`config.mk`:
```
export PLATFORM = sky130hd
export DESIGN_NAME = dma_burst_streamer_flat
export DESIGN_NICKNAME = d
export VERILOG_FILES = /design/src/rtl/dma_burst_streamer_if.sv /design/src/rtl/dma_burst_streamer.sv /design/src/flat_wrapper.sv
export SDC_FILE = /design/constraint.sdc
export NUM_CORES = 1
export LEC_CHECK = 0
export CAP_MARGIN = 15
export CORE_ASPECT_RATIO = 0.5
export CORE_MARGIN = 4
export CORE_UTILIZATION = 57
export DETAILED_ROUTE_END_ITERATION = 10
export PLACE_DENSITY = 0.89
export SETUP_SLACK_MARGIN = 0.05
export SYNTH_ARGS = -nofsm -noshare
export SYNTH_HDL_FRONTEND = slang
export SYNTH_SLANG_ARGS = --single-unit
```
`constraint.sdc`:
```
create_clock -name clk -period 4.8 [get_ports clk]
set_input_delay 0.96 -clock clk [delete_from_list [all_inputs] [get_ports clk]]
set_output_delay 0.96 -clock clk [all_outputs]
set_load 0.1 [all_outputs]
```
`src/rtl/dma_burst_streamer_if.sv`:
```
// dma_burst_streamer_if: descriptor input, status outputs and the burst request handshake of one DMA side.
interface dma_burst_streamer_if #(
  parameter int ADDR_W = 32,
  parameter int DATA_W = 32,
  parameter int LEN_W  = 32
);
  logic                  start_i;
  logic [ADDR_W-1:0]     desc_addr_i;
  logic [LEN_W-1:0]      desc_bytes_i;
  logic                  desc_mode_i;
  logic                  abort_i;
  logic                  busy_o;
  logic                  done_o;
  logic                  req_valid_o;
  logic [ADDR_W-1:0]     req_addr_o;
  logic [7:0]            req_alen_o;
  logic [2:0]            req_size_o;
  logic [DATA_W/8-1:0]   req_strb_o;
  logic                  req_mode_o;
  logic                  req_ready_i;
  modport master (
    input  start_i, desc_addr_i, desc_bytes_i, desc_mode_i, abort_i, req_ready_i,
    output busy_o, done_o, req_valid_o, req_addr_o, req_alen_o, req_size_o, req_strb_o, req_mode_o
  );
  modport slave (
    output start_i, desc_addr_i, desc_bytes_i, desc_mode_i, abort_i, req_ready_i,
    input  busy_o, done_o, req_valid_o, req_addr_o, req_alen_o, req_size_o, req_strb_o, req_mode_o
  );
endinterface

```
`src/rtl/dma_burst_streamer.sv`:
```
// dma_burst_streamer: splits a DMA descriptor into AXI-legal bursts, each with one strobe valid for all beats.
module dma_burst_streamer #(
  parameter int ADDR_W    = 32,
  parameter int DATA_W    = 32,
  parameter int MAX_BEATS = 16,
  parameter int LEN_W     = 32
) (
  input logic clk,
  input logic rst,
  dma_burst_streamer_if.master bus
);
  localparam int BPB = DATA_W / 8;
  localparam int SZ  = $clog2(BPB);
  typedef enum logic [1:0] {IDLE, CALC, REQ, DONE} state_t;
  state_t            r_state;
  logic [ADDR_W-1:0] r_addr, r_req_addr;
  logic [LEN_W-1:0]  r_left, r_n;
  logic              r_mode, r_abort, r_valid, r_done, r_req_mode;
  logic [7:0]        r_alen;
  logic [2:0]        r_size;
  logic [BPB-1:0]    r_strb;
  logic [ADDR_W-1:0] w_off;
  logic [12:0]       w_pg;
  logic [LEN_W-1:0]  w_room, w_lim, w_beats, w_n;
  logic [BPB-1:0]    w_mask, w_strb;
  logic              w_head, w_tail, w_fin;
  // Partial beats (unaligned head or short tail) go out alone so the strobe fits every beat.
  always_comb begin
    w_off   = r_addr & ADDR_W'(BPB - 1);
    w_room  = LEN_W'(BPB) - LEN_W'(w_off);
    w_pg    = (13'd4096 - {1'b0, r_addr[11:0]}) >> SZ;
    w_lim   = (r_left >> SZ) > LEN_W'(MAX_BEATS) ? LEN_W'(MAX_BEATS) : r_left >> SZ;
    w_beats = r_mode && w_lim > LEN_W'(w_pg) ? LEN_W'(w_pg) : w_lim;
    w_head  = w_off != '0;
    w_tail  = !w_head && r_left < LEN_W'(BPB);
    w_n     = w_head ? (r_left < w_room ? r_left : w_room) : w_tail ? r_left : w_beats << SZ;
    w_mask  = ~({BPB{1'b1}} << w_n);
    w_strb  = w_head || w_tail ? w_mask << w_off : '1;
    w_fin   = r_left == r_n || r_abort || bus.abort_i;
  end
  always_ff @(posedge clk) begin
    if (rst) begin
      r_state    <= IDLE;
      r_addr     <= '0;
      r_left     <= '0;
      r_n        <= '0;
      r_mode     <= 1'b0;
      r_abort    <= 1'b0;
      r_valid    <= 1'b0;
      r_done     <= 1'b0;
      r_req_addr <= '0;
      r_alen     <= '0;
      r_size     <= '0;
      r_strb     <= '0;
      r_req_mode <= 1'b0;
    end else begin
      r_done <= 1'b0;
      if (r_state != IDLE && bus.abort_i) r_abort <= 1'b1;
      case (r_state)
        IDLE: if (bus.start_i) begin
          r_addr  <= bus.desc_addr_i;
          r_left  <= bus.desc_bytes_i;
          r_mode  <= bus.desc_mode_i;
          r_state <= bus.desc_bytes_i == '0 ? DONE : CALC;
          r_done  <= bus.desc_bytes_i == '0;
        end
        CALC: if (r_abort || bus.abort_i) begin
          r_state <= DONE;
          r_done  <= 1'b1;
        end else begin
          r_state    <= REQ;
          r_valid    <= 1'b1;
          r_req_addr <= r_addr - w_off;
          r_alen     <= w_head || w_tail ? 8'd0 : 8'(w_beats - LEN_W'(1));
          r_size     <= 3'(SZ);
          r_strb     <= w_strb;
          r_req_mode <= r_mode;
          r_n        <= w_n;
        end
        REQ: if (bus.req_ready_i) begin
          r_valid <= 1'b0;
          r_left  <= r_left - r_n;
          if (r_mode) r_addr <= r_addr + ADDR_W'(r_n);
          r_state <= w_fin ? DONE : CALC;
          r_done  <= w_fin;
        end
        default: begin
          r_abort <= 1'b0;
          r_state <= IDLE;
        end
      endcase
    end
  end
  assign bus.busy_o      = r_state != IDLE;
  assign bus.done_o      = r_done;
  assign bus.req_valid_o = r_valid;
  assign bus.req_addr_o  = r_req_addr;
  assign bus.req_alen_o  = r_alen;
  assign bus.req_size_o  = r_size;
  assign bus.req_strb_o  = r_strb;
  assign bus.req_mode_o  = r_req_mode;
endmodule

```
`src/flat_wrapper.sv`:
```
// flat-port wrapper written by rule: the top's interface ports become plain ports
module dma_burst_streamer_flat 
#(
  parameter int ADDR_W    = 32,
  parameter int DATA_W    = 32,
  parameter int MAX_BEATS = 16,
  parameter int LEN_W     = 32
)
  (clk, rst, bus_start_i, bus_desc_addr_i, bus_desc_bytes_i, bus_desc_mode_i, bus_abort_i, bus_req_ready_i, bus_busy_o, bus_done_o, bus_req_valid_o, bus_req_addr_o, bus_req_alen_o, bus_req_size_o, bus_req_strb_o, bus_req_mode_o);
  dma_burst_streamer_if #(.ADDR_W(ADDR_W), .DATA_W(DATA_W), .LEN_W(LEN_W)) bus_i ();
  input logic clk;
  input logic rst;
  input wire logic [$bits(bus_i.start_i)-1:0] bus_start_i;
  input wire logic [$bits(bus_i.desc_addr_i)-1:0] bus_desc_addr_i;
  input wire logic [$bits(bus_i.desc_bytes_i)-1:0] bus_desc_bytes_i;
  input wire logic [$bits(bus_i.desc_mode_i)-1:0] bus_desc_mode_i;
  input wire logic [$bits(bus_i.abort_i)-1:0] bus_abort_i;
  input wire logic [$bits(bus_i.req_ready_i)-1:0] bus_req_ready_i;
  output wire logic [$bits(bus_i.busy_o)-1:0] bus_busy_o;
  output wire logic [$bits(bus_i.done_o)-1:0] bus_done_o;
  output wire logic [$bits(bus_i.req_valid_o)-1:0] bus_req_valid_o;
  output wire logic [$bits(bus_i.req_addr_o)-1:0] bus_req_addr_o;
  output wire logic [$bits(bus_i.req_alen_o)-1:0] bus_req_alen_o;
  output wire logic [$bits(bus_i.req_size_o)-1:0] bus_req_size_o;
  output wire logic [$bits(bus_i.req_strb_o)-1:0] bus_req_strb_o;
  output wire logic [$bits(bus_i.req_mode_o)-1:0] bus_req_mode_o;
  assign bus_i.start_i = bus_start_i;
  assign bus_i.desc_addr_i = bus_desc_addr_i;
  assign bus_i.desc_bytes_i = bus_desc_bytes_i;
  assign bus_i.desc_mode_i = bus_desc_mode_i;
  assign bus_i.abort_i = bus_abort_i;
  assign bus_i.req_ready_i = bus_req_ready_i;
  assign bus_busy_o = bus_i.busy_o;
  assign bus_done_o = bus_i.done_o;
  assign bus_req_valid_o = bus_i.req_valid_o;
  assign bus_req_addr_o = bus_i.req_addr_o;
  assign bus_req_alen_o = bus_i.req_alen_o;
  assign bus_req_size_o = bus_i.req_size_o;
  assign bus_req_strb_o = bus_i.req_strb_o;
  assign bus_req_mode_o = bus_i.req_mode_o;
  dma_burst_streamer #(.ADDR_W(ADDR_W), .DATA_W(DATA_W), .MAX_BEATS(MAX_BEATS), .LEN_W(LEN_W)) u_core (.clk(clk), .rst(rst), .bus(bus_i));
endmodule
```
; ---- After elaboration in Yosys (flattened, before gate mapping)
; Index checks and enable logic that the tools add are counted.
[totals]
ff_bits = 148
inputBits = 70
output_inout_bits = 51
elab_cells = 84
[op_classes]
addsub = 6
magnitude_cmp = 4
n_eq_ne = 7
n_shift = 2
muxes = 27
bitwise_logic = 3
reduce_logical = 22
[ops]
columns = op, count
row1 = two-way mux 32 bit, 8
row2 = case mux 32 bit (2 select lines), 2
row3 = two-way mux 30 bit, 2
row4 = adder 32 bit, 1
row5 = == test 32 bit, 1
row6 = > comparator 32 x 11 -> 1 bit, 1
row7 = logical NOT 32 bit, 1
row8 = < comparator 32 x 3 -> 1 bit (second input constant), 1
row9 = < comparator 32 bit, 1
row10 = nonzero test 32 bit, 1
row11 = << shifter 4 x 32 -> 4 bit (first input constant), 1
row12 = subtractor 32 x 2 -> 32 bit, 1
row13 = subtractor 32 bit, 1
row14 = > comparator 30 x 5 -> 1 bit (second input constant), 1
row15 = subtractor 13 x 12 -> 13 bit (first input constant), 1
row16 = two-way mux 2 bit, 4
row17 = two-way mux 8 bit, 1
row18 = subtractor 8 x 1 -> 8 bit (second input constant), 1
row19 = two-way mux 1 bit, 6
row20 = inequality test 2 bit (second input constant), 3
row21 = case mux 2 bit (3 select lines), 1
row22 = AND reduction 2 bit, 3
row23 = AND reduction 3 bit, 2
row24 = nonzero test 2 bit, 3
row25 = 17 further kinds, 23

; ---- Depth between registers and ports, before layout
[depth]
word_depth = 11
mapped_depth = 20
mapped_depth_nobuf = 18

; ---- Worst setup path after synthesis
; No wires, ideal clock.
[synth_path]
path_type = reg-to-reg
from = reg u_core.r_addr[0]
to = reg u_core.r_alen[7], in the netlist u_core.bus.req_alen_o[7]
setup_time_ps = 119
arrival_ps = 4175
t_required_ps = 4681
setup_slack_ps = 506
path_stages_with_launch = 20
n_path_buf = 2
synth_period_minus_slack_ps = 4294
cell_sequence = dfxtp_1 > clkbuf_1 > inv_1 > ha_1 > clkbuf_1 > inv_2 > or4_1 > xor2_1 > inv_1 > ha_1 > nand4_1 > nor2_1 > nand4_1 > o211ai_1 > a31oi_1 > mux2_2 > or3_1 > o211ai_1 > o21ai_1 > a32o_1
[synth_between]
elab_chain_cells = 6
elab_cells_between_ends = 10
classes_between = 2 x add/sub / 1 x order compare / 2 x mux / 5 x reduce/logical
[synth_lines]
columns = item, line_no
row1 = start: declaration, dma_burst_streamer.sv:16  ; logic [ADDR_W-1:0] r_addr, r_req_addr;
row2 = start signal: assignment, dma_burst_streamer.sv:61  ; r_addr <= bus.desc_addr_i;
row3 = start signal: assignment, dma_burst_streamer.sv:83  ; if (r_mode) r_addr <= r_addr + ADDR_W'(r_n);
row4 = subtractor 13 x 12 -> 13 bit, dma_burst_streamer.sv:31  ; w_pg = (13'd4096 - {1'b0, r_addr[11:0]}) >> SZ;
row5 = > comparator 32 x 11 -> 1 bit, dma_burst_streamer.sv:33  ; w_beats = r_mode && w_lim > LEN_W'(w_pg) ? LEN_W'(w_pg) : w_lim;
row6 = logical AND 1 bit, dma_burst_streamer.sv:33
row7 = two-way mux 30 bit, dma_burst_streamer.sv:33
row8 = subtractor 8 x 1 -> 8 bit, dma_burst_streamer.sv:74  ; r_alen <= w_head || w_tail ? 8'd0 : 8'(w_beats - LEN_W'(1));
row9 = two-way mux 8 bit *, dma_burst_streamer.sv:74
row10 = end signal: assignment, dma_burst_streamer.sv:74
row11 = end: declaration, dma_burst_streamer.sv:19  ; logic [7:0] r_alen;
; Mark *: on every way between the ends. The rest lies on a longest branch, timed or not.
; A chain may end at the register's enable or synchronous reset.

; ---- Worst setup path after layout
[layout_path]
from = reg u_core.r_addr[1]
to = reg u_core.r_alen[7], in the netlist u_core.bus.req_alen_o[7]
; The elaborated chain is that of the path after synthesis.

==> reports/results.ini <==
[run_status]
outcome = complete, no violations

[grt]
grt-ovfl-total = 0
grt_max_degree = 71
grtUsageTotal_pct = 30.16
grt_pass1_wl_um = 48430
grt_pass1_vias = 9574
antenna_found_initial = 0

[route]
ant_nets = 0
first_pass_iters = 5
drc = 0
wire_per_inst_um = 18.74
first_iter_violations = 856
wl_um = 30290
vias = 10030
drt-vias-per-instance = 6.205

[placed_design]
port_buffers = 116
place_inst = 1583
gp_routability_congestion = 0.9860
hpwl_um = 21790
dpl_cell_area_um2 = 11100

[cts]
root_buffer = clkbuf_16
hold_buffers = 0
cts_htree_levels = 4
clock_sinks = 146
post_cts_buffers = 0
clkTransAtPathRegs_ps = 70
cts_buffer_depth = 2
cts_buffers = 17
cts_tree = built
clock_latency_ps = 440

[setup_path]
worstPathCellList = inv_1, ha_2, inv_2, or4_1, xor2_1, inv_1, ha_1, nand4_1, nor2_1, nand4_1, o211ai_1, a31oi_1, buf_4, mux2_2, or3_1, o211ai_1, o21ai_1, a32o_1
cp.depth = 18
critPathTopFamily = simple AND/OR/NAND/NOR gates
critPathCapture = u_core.bus.req_alen_o[7]$_SDFFE_PP0P_
crit_path_start_kind = register
r2r_slack_ps = 350
crit_buf_inv = 4
reg2reg_depth = 18
r2r_start = u_core.r_addr[1]$_SDFFE_PP0P_
worst-setup-path-type = register to register
cp.required_ps = 5130
cp.arrival_ps = 4780
cpPeakStageDelay_ps = 510
rr_endpoint = u_core.bus.req_alen_o[7]$_SDFFE_PP0P_
cpMaxStageDelayCell = or4_1
cp-end-kind = register
worstPathMaxFanout = 18
crit_start = u_core.r_addr[1]$_SDFFE_PP0P_

[logic_synthesis]
syn-cell-area_um2 = 9806
yosysWarningCount = 0
synthCells = 1291
yosys.area_share.simple_pct = 22.73
ys_seq_area_share_pct = 29.81
async_reset_ff_share_pct = 0
synth_top_family_by_area = compound AO/OA/AOI/OAI gates
synth-compound-area-share_pct = 24.55
synth-main-ff-cell = dfxtp_1
syn_area_per_cell_um2 = 7.595
synth_mux_area_share_pct = 1.569
synth_edf_count = 0
synth_adder_area_share_pct = 10.23
synth_seq_cells = 146
synth_xor_xnor_area_share_pct = 5.793
synth_cell_type_count = 72

[sta]
finalClockSkew_ps = 10.53
tightest_slew_ps = 1025
period_share_pct = 92.74
min_period_ps = 4452
maxSlewHeadroom_pct = 31.43
setup_viol = 0
timing.fmax_mhz = 224.6
fin_setup_tns_ps = 0
slew_violations = 0
hold_viol_final = 0
rsz0062_at_grt = false

[pwr]
p_seq_share_pct = 31.2
p_sw_mw = 1.729
power_density_nw_per_um2 = 391.3
vdd_drop_max_v = 0.0002957
total_power_mw = 4.609
p_comb_share_pct = 35.5
netSwitchingFraction_pct = 37.50
p_int_mw = 2.881
p_leak_nw = 4.584
p_clk_share_pct = 33.3

[cells_and_area]
fin_cells = 1616
final_area_um2 = 11780
nNetsFinal = 1525
layout-drive-gt1-share_pct = 5.328
diodes = 0
final_cell_mix = nand2_1, dfxtp_1, nor2_1
syn2layout_area_growth_pct = 20.13
layout_commonest_cell = nand2_1

[min_path]
min_path_type = register to register

[die]
start_util_pct = 59.08
die_area_um2 = 19490
die_w_um = 193.5
rows = 33
die_y_um = 100.7
coreArea_um2 = 16600
ios = 121

[flow_run]
maxCapViolCount = 0

## stage by stage
stage / hold slack, ps / util (%) / worst slack (ps)
after floorplan: 445.5 / - / 506.3
after global placement: 440.2 / 66.89 / 513.0
after detailed placement: 443.4 / 66.89 / 358.6
after CTS: 455.6 / 70.89 / 316.2
after global routing: 474.8 / 70.97 / 104.3
final: 451.7 / 70.97 / 348.2
## Yosys cell counts (4+ instances only)
master / count / area, um^2
nor4_1: 20 / 125.1
o21bai_1: 7 / 52.55
nand4_1: 10 / 62.56
or3_1: 7 / 43.79
nand3_1: 19 / 95.09
a21boi_0: 4 / 30.03
xnor2_1: 37 / 324.1
xor2_1: 26 / 227.7
a31oi_1: 13 / 81.33
ha_1: 77 / 963.4
nor3b_1: 4 / 30.03
inv_1: 58 / 217.7
a21oi_1: 114 / 570.6
mux2i_1: 12 / 120.1
buf_1: 10 / 37.54
nor2_1: 139 / 521.8
a22oi_1: 9 / 67.56
o211ai_1: 9 / 67.56
o21ai_0: 60 / 300.3
o21ai_1: 14 / 70.07
o22ai_1: 6 / 37.54
nand4b_1: 4 / 35.03
a211oi_1: 39 / 292.8
nand2b_1: 5 / 31.28
nor2b_1: 18 / 112.6
nand2_1: 165 / 619.3
a311oi_1: 27 / 236.5
o31ai_1: 7 / 52.55
nor3_1: 51 / 255.2
clkbuf_1: 57 / 214.0
dfxtp_1: 146 / 2923
and3_1: 12 / 75.07
or2_2: 4 / 25.02
buf_4: 4 / 30.03
and2_1: 7 / 43.79
a21o_1: 28 / 210.2
o21a_1: 10 / 75.07
## logic make-up (layout without fill, tap and decap cells)
group,after synthesis,in the layout
simple gates,479,479
compound gates,375,375
mux,15,15
flops,146,146
xor+xnor,64,64
other cells,1,10
buf+inv,132,221
fa+ha+maj,79,79
## power groups by stage
stage | sequential, mW | combinational, mW | clock [mW]
floorplan | 1.51 | 1.12 | 0
global placement | 1.45 | 1.55 | 0
detailed placement | 1.46 | 1.58 | 0
CTS | 1.43 | 1.60 | 1.53
global route | 1.44 | 1.78 | 1.59
finish | 1.44 | 1.64 | 1.54
## layout make-up
type                            instances  area, um^2
Clock inverter                         14       225.2
Clock buffer                           18       439.2
Sequential cell                       146        2923
Timing Repair Buffer                  129        1260
Multi-Input combinational cell       1022        6424
Tap cell                              227       284.0
Inverter                               60       225.2
Fill cell                            1353        4818
## registers in the layout, indices dropped and copies added, names as in the netlist, 2 cells and up
| register | cells |
|---|---|
| u_core.bus.req_alen_o | 8 |
| u_core.r_n | 32 |
| u_core.r_state | 2 |
| u_core.bus.req_addr_o | 30 |
| u_core.bus.req_strb_o | 4 |
| u_core.r_addr | 32 |
| u_core.r_left | 32 |
## repair_timing
action	CTS	global route
setup endpoints to repair	0	1
endpoints found under the hold margin	0	0
gates resized for setup	0	1
## routing by layer
layer	share of wire, %	GRT usage (%)
met5	0	0
met4	2.0	8.700
met3	8.2	5.309
met2	47	52.13
met1	43	39.35
## worst min-delay path: stages, from the launching register on
cell	delay (ps)
dfxtp_1	320
nand2_1	40
o21ai_0	50
## how the worst min path moves through the flow
| stage | cells past startpoint | from | endpoint |
|---|---|---|---|
| CTS | 2 | u_core.bus.req_addr_o[12]$_SDFFE_PP0P_ | u_core.bus.req_addr_o[12]$_SDFFE_PP0P_ |
| floorplan | 2 | u_core.r_addr[19]$_SDFFE_PP0P_ | u_core.bus.req_addr_o[19]$_SDFFE_PP0P_ |
| global placement | 2 | u_core.bus.req_alen_o[6]$_SDFFE_PP0P_ | u_core.bus.req_alen_o[6]$_SDFFE_PP0P_ |
| global route | 2 | u_core.bus.req_addr_o[12]$_SDFFE_PP0P_ | u_core.bus.req_addr_o[12]$_SDFFE_PP0P_ |
| detailed placement | 2 | u_core.bus.req_alen_o[5]$_SDFFE_PP0P_ | u_core.bus.req_alen_o[5]$_SDFFE_PP0P_ |
| finish | 2 | u_core.bus.req_alen_o[5]$_SDFFE_PP0P_ | u_core.bus.req_alen_o[5]$_SDFFE_PP0P_ |
Power figures use the tool's default switching activity.
==> variant 1, RTL diff (same flow settings) <==
`DATA_W` is set to 32 in 3 places; all go to 64.
--- a/src/rtl/dma_burst_streamer_if.sv
+++ b/src/rtl/dma_burst_streamer_if.sv
@@ -1,7 +1,7 @@
 // dma_burst_streamer_if: descriptor input, status outputs and the burst request handshake of one DMA side.
 interface dma_burst_streamer_if #(
   parameter int ADDR_W = 32,
-  parameter int DATA_W = 32,
+  parameter int DATA_W = 64,
   parameter int LEN_W  = 32
 );
   logic                  start_i;
--- a/src/rtl/dma_burst_streamer.sv
+++ b/src/rtl/dma_burst_streamer.sv
@@ -1,7 +1,7 @@
 // dma_burst_streamer: splits a DMA descriptor into AXI-legal bursts, each with one strobe valid for all beats.
 module dma_burst_streamer #(
   parameter int ADDR_W    = 32,
-  parameter int DATA_W    = 32,
+  parameter int DATA_W    = 64,
   parameter int MAX_BEATS = 16,
   parameter int LEN_W     = 32
 ) (
--- a/src/flat_wrapper.sv
+++ b/src/flat_wrapper.sv
@@ -2,7 +2,7 @@
 module dma_burst_streamer_flat 
 #(
   parameter int ADDR_W    = 32,
-  parameter int DATA_W    = 32,
+  parameter int DATA_W    = 64,
   parameter int MAX_BEATS = 16,
   parameter int LEN_W     = 32
 )
Ports: changed (resized bus_req_strb_o); port bits go from 121 to 125. The function was not compared with the original's and may differ.
==> variant 1 against the original RTL <==
  * Clock skew increased by 0.0040 ns
  * Sequential cell count increased by 3
  * Power increased by 2.2%
  * Design area increased by 4.6%
  * Synthesized cell count increased by 6.2%
  * Count of clock-buffer cells in the layout decreased by 1
  * Maximum frequency increased by 2.6%
  * Area after synthesis increased by 5.1%
  * Routed wire length increased by 9.9%
  * Worst setup slack improved by 0.11 ns
  * Largest cell class unchanged
  * First-iteration DRC count increased by 11%
==> variant 1: results (changes against the original RTL) <==
Cells and area
  • Layout cell share with drive strength beyond 1: 5.495% (+0.17 points)
  • Layout Nets: 1611 (+5.6%)
  • Fill cells: 1465 (+8.3%)

STA
  • Hold Worst Slack: 0.4555 ns (+0.003734 ns)
  • Max-slew headroom: 29.83% (-1.6 points)
  • Clock skew: 0.01451 ns (+0.003978 ns)

Worst setup path
  • WP data arrival: 4.70 ns (-0.08 ns)
  • FF-to-FF setup slack: 0.46 ns (+0.11 ns)
  • Worst R2R End: u_core.bus.req_alen_o[4]
  • Worst-path maximum fanout: 7 (-11)
  • Worst r2r src: u_core.r_left[19]

Placed design
  • GP Congestion: 0.9847 (-0.13%)
  • DP Wirelength: 24.36 mm (+12%)
  • # port buffers: 120 (+3.4%)
  • Area after DPL: 11680 um2 (+5.2%)
  • Dpl cells: 1674 (+5.7%)
  • Setup WS pre-CTS: 0.2348 ns (-0.1238 ns)

Min path
  • HP Class: reg -> reg
  • HP Start: u_core.bus.req_addr_o[8]
  • Hold Path End: u_core.bus.req_addr_o[8]

Detailed routing
  • Vias: 11090 (+11%)
  • Starting DRT DRC Count: 953 (+11%)
  • Number of vias per cell: 6.491 (+4.6%)
  • Initial DRT Pass Iterations: 6 (+1)
  • Routed wire per std cell: 19.49 um (+4.0%)
  • Post-route ant nets: 0 (unchanged)

CTS
  • Clock buffer depth: 2 (unchanged)
  • Clock Latency Late Sink: 0.44 ns (about the same)

Pwr
  • LEAKAGE: 4.775 nW (+4.2%)
  • Peak supply drop: 0.2970 mV (+0.44%)
  • Internal: 2.797 mW (-2.9%)

Synth
  • Commonest cells in the netlist: nand2_1, dfxtp_1, a21oi_1, nor2_1, o21ai_0
  • Post-Synth Adder-Cell Area: 9.858% (-0.38 points)
  • Post-synthesis sequential area ratio: 28.94% (-0.86 points)
  • Post-Synthesis Cells: 1371 (+6.2%)
  • Yosys cell types: 74 (+2.8%)
  • Synth Area in Compound Gates: 27.56% (+3.0 points)
  • Multiplexer area fraction after synthesis: 1.068% (-0.50 points)
  • Ranking of synthesized cells by area: dfxtp_1, ha_1, a21oi_1
  • Synth Area in XOR/XNOR: 4.589% (-1.2 points)

Global routing
  • All-Layer GR Usage: 32.31% (+2.1 points)
  • First-pass GRT wire length: 53.57 mm (+11%)
  • Largest net degree at the start of global routing: 62 (-13%)
  • Vias in the first global route: 10480 (+9.5%)

Run status
  • Status: finished clean
==> variant 1: critical path, stage by stage, from the launching register on <==
cell	delay (ns)
dfxtp_1	0.33
nor4_1	0.32
nand3_1	0.34
nor2_1	0.17
buf_4	0.17
and2_1	0.16
ha_1	0.24
nor2b_1	0.14
o21a_1	0.16
o21ai_0	0.16
a2111oi_0	0.16
o31ai_2	0.53
mux2i_1	0.30
ha_1	0.25
nand3_1	0.09
mux2i_1	0.30
xor2_1	0.18
nand3_1	0.09
a21oi_1	0.18
==> variant 1: power by group through the flow <==
stage          Combinational [mW]  Clock [mW]  Sequential, mW
2_1_floorplan                1.21           0            1.57
3_3_place_gp                 1.72           0            1.48
3_5_place_dp                 1.76           0            1.48
4_1_cts                      1.78        1.42            1.46
5_1_grt                      1.99        1.49            1.47
6_report                     1.83        1.42            1.47
==> variant 1: cell families after synthesis <==
family / after synthesis
XOR/XNOR: 54
buffers and inverters: 140
flip-flops: 149
multiplexers: 11
other: 1
AO/OA/AOI/OAI: 442
adder cells (fa/ha/maj): 80
AND/OR/NAND/NOR: 494
==> variant 1: what timing repair did <==
| action | in CTS | in global routing |
|---|---|---|
| endpoints found under the setup margin | 0 | 7 |
| gates resized for setup | 0 | 3 |
| setup buffers | 0 | 2 |
==> variant 1: worst max-delay path by stage <==
stage          cells after the start               from  slack (ns)                        to
2_1_floorplan                     19   u_core.r_addr[1]        0.38  u_core.bus.req_alen_o[4]
3_3_place_gp                      18   u_core.r_addr[1]        0.31  u_core.bus.req_alen_o[4]
3_5_place_dp                      17   u_core.r_addr[1]        0.23  u_core.bus.req_alen_o[4]
4_1_cts                           17   u_core.r_addr[1]        0.19  u_core.bus.req_alen_o[4]
5_1_grt                           19  u_core.r_left[19]        0.03  u_core.bus.req_alen_o[4]
6_report                          18  u_core.r_left[19]        0.46  u_core.bus.req_alen_o[4]
==> variant 1: layout make-up <==
type / count / area [um2] / share of cell area [%]
tap: 234 / 292.8 / 2.377
inverter: 62 / 232.7 / 1.889
clock buffer: 17 / 425.4 / 3.453
clock inverter: 15 / 181.4 / 1.473
timing repair buffer: 141 / 1356 / 11.01
multi-input combinational: 1090 / 6847 / 55.58
sequential: 149 / 2984 / 24.22
==> variant 1: per-layer routing <==
| layer | wire length (um) | GRT usage (%) |
|---|---|---|
| met4 | 882 | 11.16 |
| met3 | 2725 | 6.040 |
| met2 | 15150 | 53.19 |
| met5 | 0 | 0 |
| met1 | 14540 | 43.25 |
==> variant 2, RTL diff (same flow settings) <==
Made on the original files. Make the reset (`rst`) asynchronous in one clocked block.
--- a/src/rtl/dma_burst_streamer.sv
+++ b/src/rtl/dma_burst_streamer.sv
@@ -38,7 +38,7 @@
     w_strb  = w_head || w_tail ? w_mask << w_off : '1;
     w_fin   = r_left == r_n || r_abort || bus.abort_i;
   end
-  always_ff @(posedge clk) begin
+  always_ff @(posedge clk or posedge rst) begin
     if (rst) begin
       r_state    <= IDLE;
       r_addr     <= '0;
Formal check against the unedited RTL: differs if rst is asserted again (counterexample within 4 cycles, from zero or initial values and one cycle with rst high); with rst held inactive, the same outputs for 4 cycles.
==> variant 2 against the original RTL <==
  * Area after synthesis rose by 2.2%
  * Die area rose by 2.0%
  * Sequential cell count stayed put
  * Worst setup slack improved by 0.24 ns
  * Design area grew 1.5%
  * Count of clock-buffer cells in the layout rose by 1
  * Routed wire length is 4.7% lower
  * Maximum frequency up 5.6%
  * Utilization is 0.17 points higher
  * Critical path type unchanged
  * Largest cell class unchanged
  * Highest routed layer unchanged
Power is not shown: default switching activity piles up to over one toggle a cycle in this logic, so the estimate is an artifact.
==> variant 2: results (changes against the original RTL) <==
Worst setup path
  • Worst R2R End: u_core.bus.req_alen_o[6]
  • WP data arrival: 4.57 ns (-0.21 ns)
  • Worst setup endpoint: u_core.bus.req_alen_o[6]
  • FF-to-FF setup slack: 0.59 ns (+0.24 ns)
  • Worst-case reg-to-reg path depth: 18 (unchanged)
  • CP Launch Point: u_core.r_left[25]
  • Worst path max stage delay: 0.41 ns (-0.10 ns)
  • CP max stage cell: dfrtp_1
  • Worst-path maximum fanout: 8 (-10)

CTS
  • Htree depth: 4 (unchanged)
  • Total CTS buffers: 17 (unchanged)
  • Post CTS Setup Buffer Count: 0 (unchanged)

Synth
  • Synth Area in XOR/XNOR: 5.582% (-0.21 points)
  • Share of synthesized registers carrying an async set or reset: 100.0% (+100 points)
  • Ranking of synthesized cells by area: dfrtp_1, ha_1, nand2_1
  • Commonest cells in the netlist: nand2_1, dfrtp_1, a21oi_1, nor2_1, o21ai_0
  • Post-Synth Adder-Cell Area: 10.11% (-0.12 points)
  • Synth Area in Compound Gates: 21.19% (-3.4 points)
  • Post-Synthesis Cells: 1224 (-5.2%)
  • Multiplexer area fraction after synthesis: 1.236% (-0.33 points)
  • Primary FF master, synth: dfrtp_1
  • Yosys cell types: 75 (+4.2%)
  • Post-synthesis sequential area ratio: 36.46% (+6.7 points)

Detailed routing
  • Starting DRT DRC Count: 700 (-18%)
  • Number of vias per cell: 6.062 (-2.3%)
  • Routed wire per std cell: 18.51 um (-1.2%)
  • Vias: 9451 (-5.8%)

Global routing
  • First-pass GRT wire length: 46.68 mm (-3.6%)
  • All-Layer GR Usage: 29.04% (-1.1 points)
  • Largest net degree at the start of global routing: 147 (+110%)
  • Vias in the first global route: 9244 (-3.4%)

Placed design
  • Area after DPL: 11360 um2 (+2.3%)
  • DP Wirelength: 20.71 mm (-4.9%)
  • Setup WS pre-CTS: 0.6699 ns (+0.3113 ns)
  • Dpl cells: 1527 (-3.5%)
  • GP Congestion: 0.9299 (-5.7%)

Cells and area
  • Layout cell share with drive strength beyond 1: 5.030% (-0.30 points)
  • Fill cells: 1318 (-2.6%)

STA
  • F_max: 237.3 MHz (+5.6%)
  • Worst slew pin tran: 1.018 ns (-0.007178 ns)
  • Clock skew: 0.01180 ns (+0.001276 ns)
  • Hold Worst Slack: 0.4764 ns (+0.02470 ns)

Min path
  • Hold Path End: u_core.bus.req_addr_o[9]
  • HP Class: reg -> reg
  • HP Start: u_core.bus.req_addr_o[9]

Run status
  • Status: finished clean
[variant 2: logic make-up after synthesis]
group	count (synthesis)
simple gates	459
other cells	1
mux	12
flops	146
fa+ha+maj	80
buf+inv	117
xor+xnor	63
compound gates	346
[variant 2: cell type report]
class / instances / area, um2 / area share [%]
Timing Repair Buffer: 125 / 1241 / 10.38
Clock inverter: 13 / 150.1 / 1.256
Tap cell: 227 / 284.0 / 2.376
Multi-Input combinational cell: 970 / 5958 / 49.84
Inverter: 59 / 225.2 / 1.884
Sequential cell: 146 / 3654 / 30.56
Clock buffer: 19 / 442.9 / 3.705
[variant 2: per-layer routing]
metal / global-route usage, % / routed length [um]
met4: 9.866 / 734
met3: 4.055 / 1829
met1: 39.34 / 12730
met5: 0 / 0
met2: 48.83 / 13560
[variant 2: worst max-delay path, delay by kind of cell (launching register included)]
family                     cells  cell delay, ns
muxes                          1            0.34
DFF                            1            0.41
AOI/OAI and AO/OA              8            1.14
and+or+nand+nor                7            1.72
adders and majority gates      2            0.54
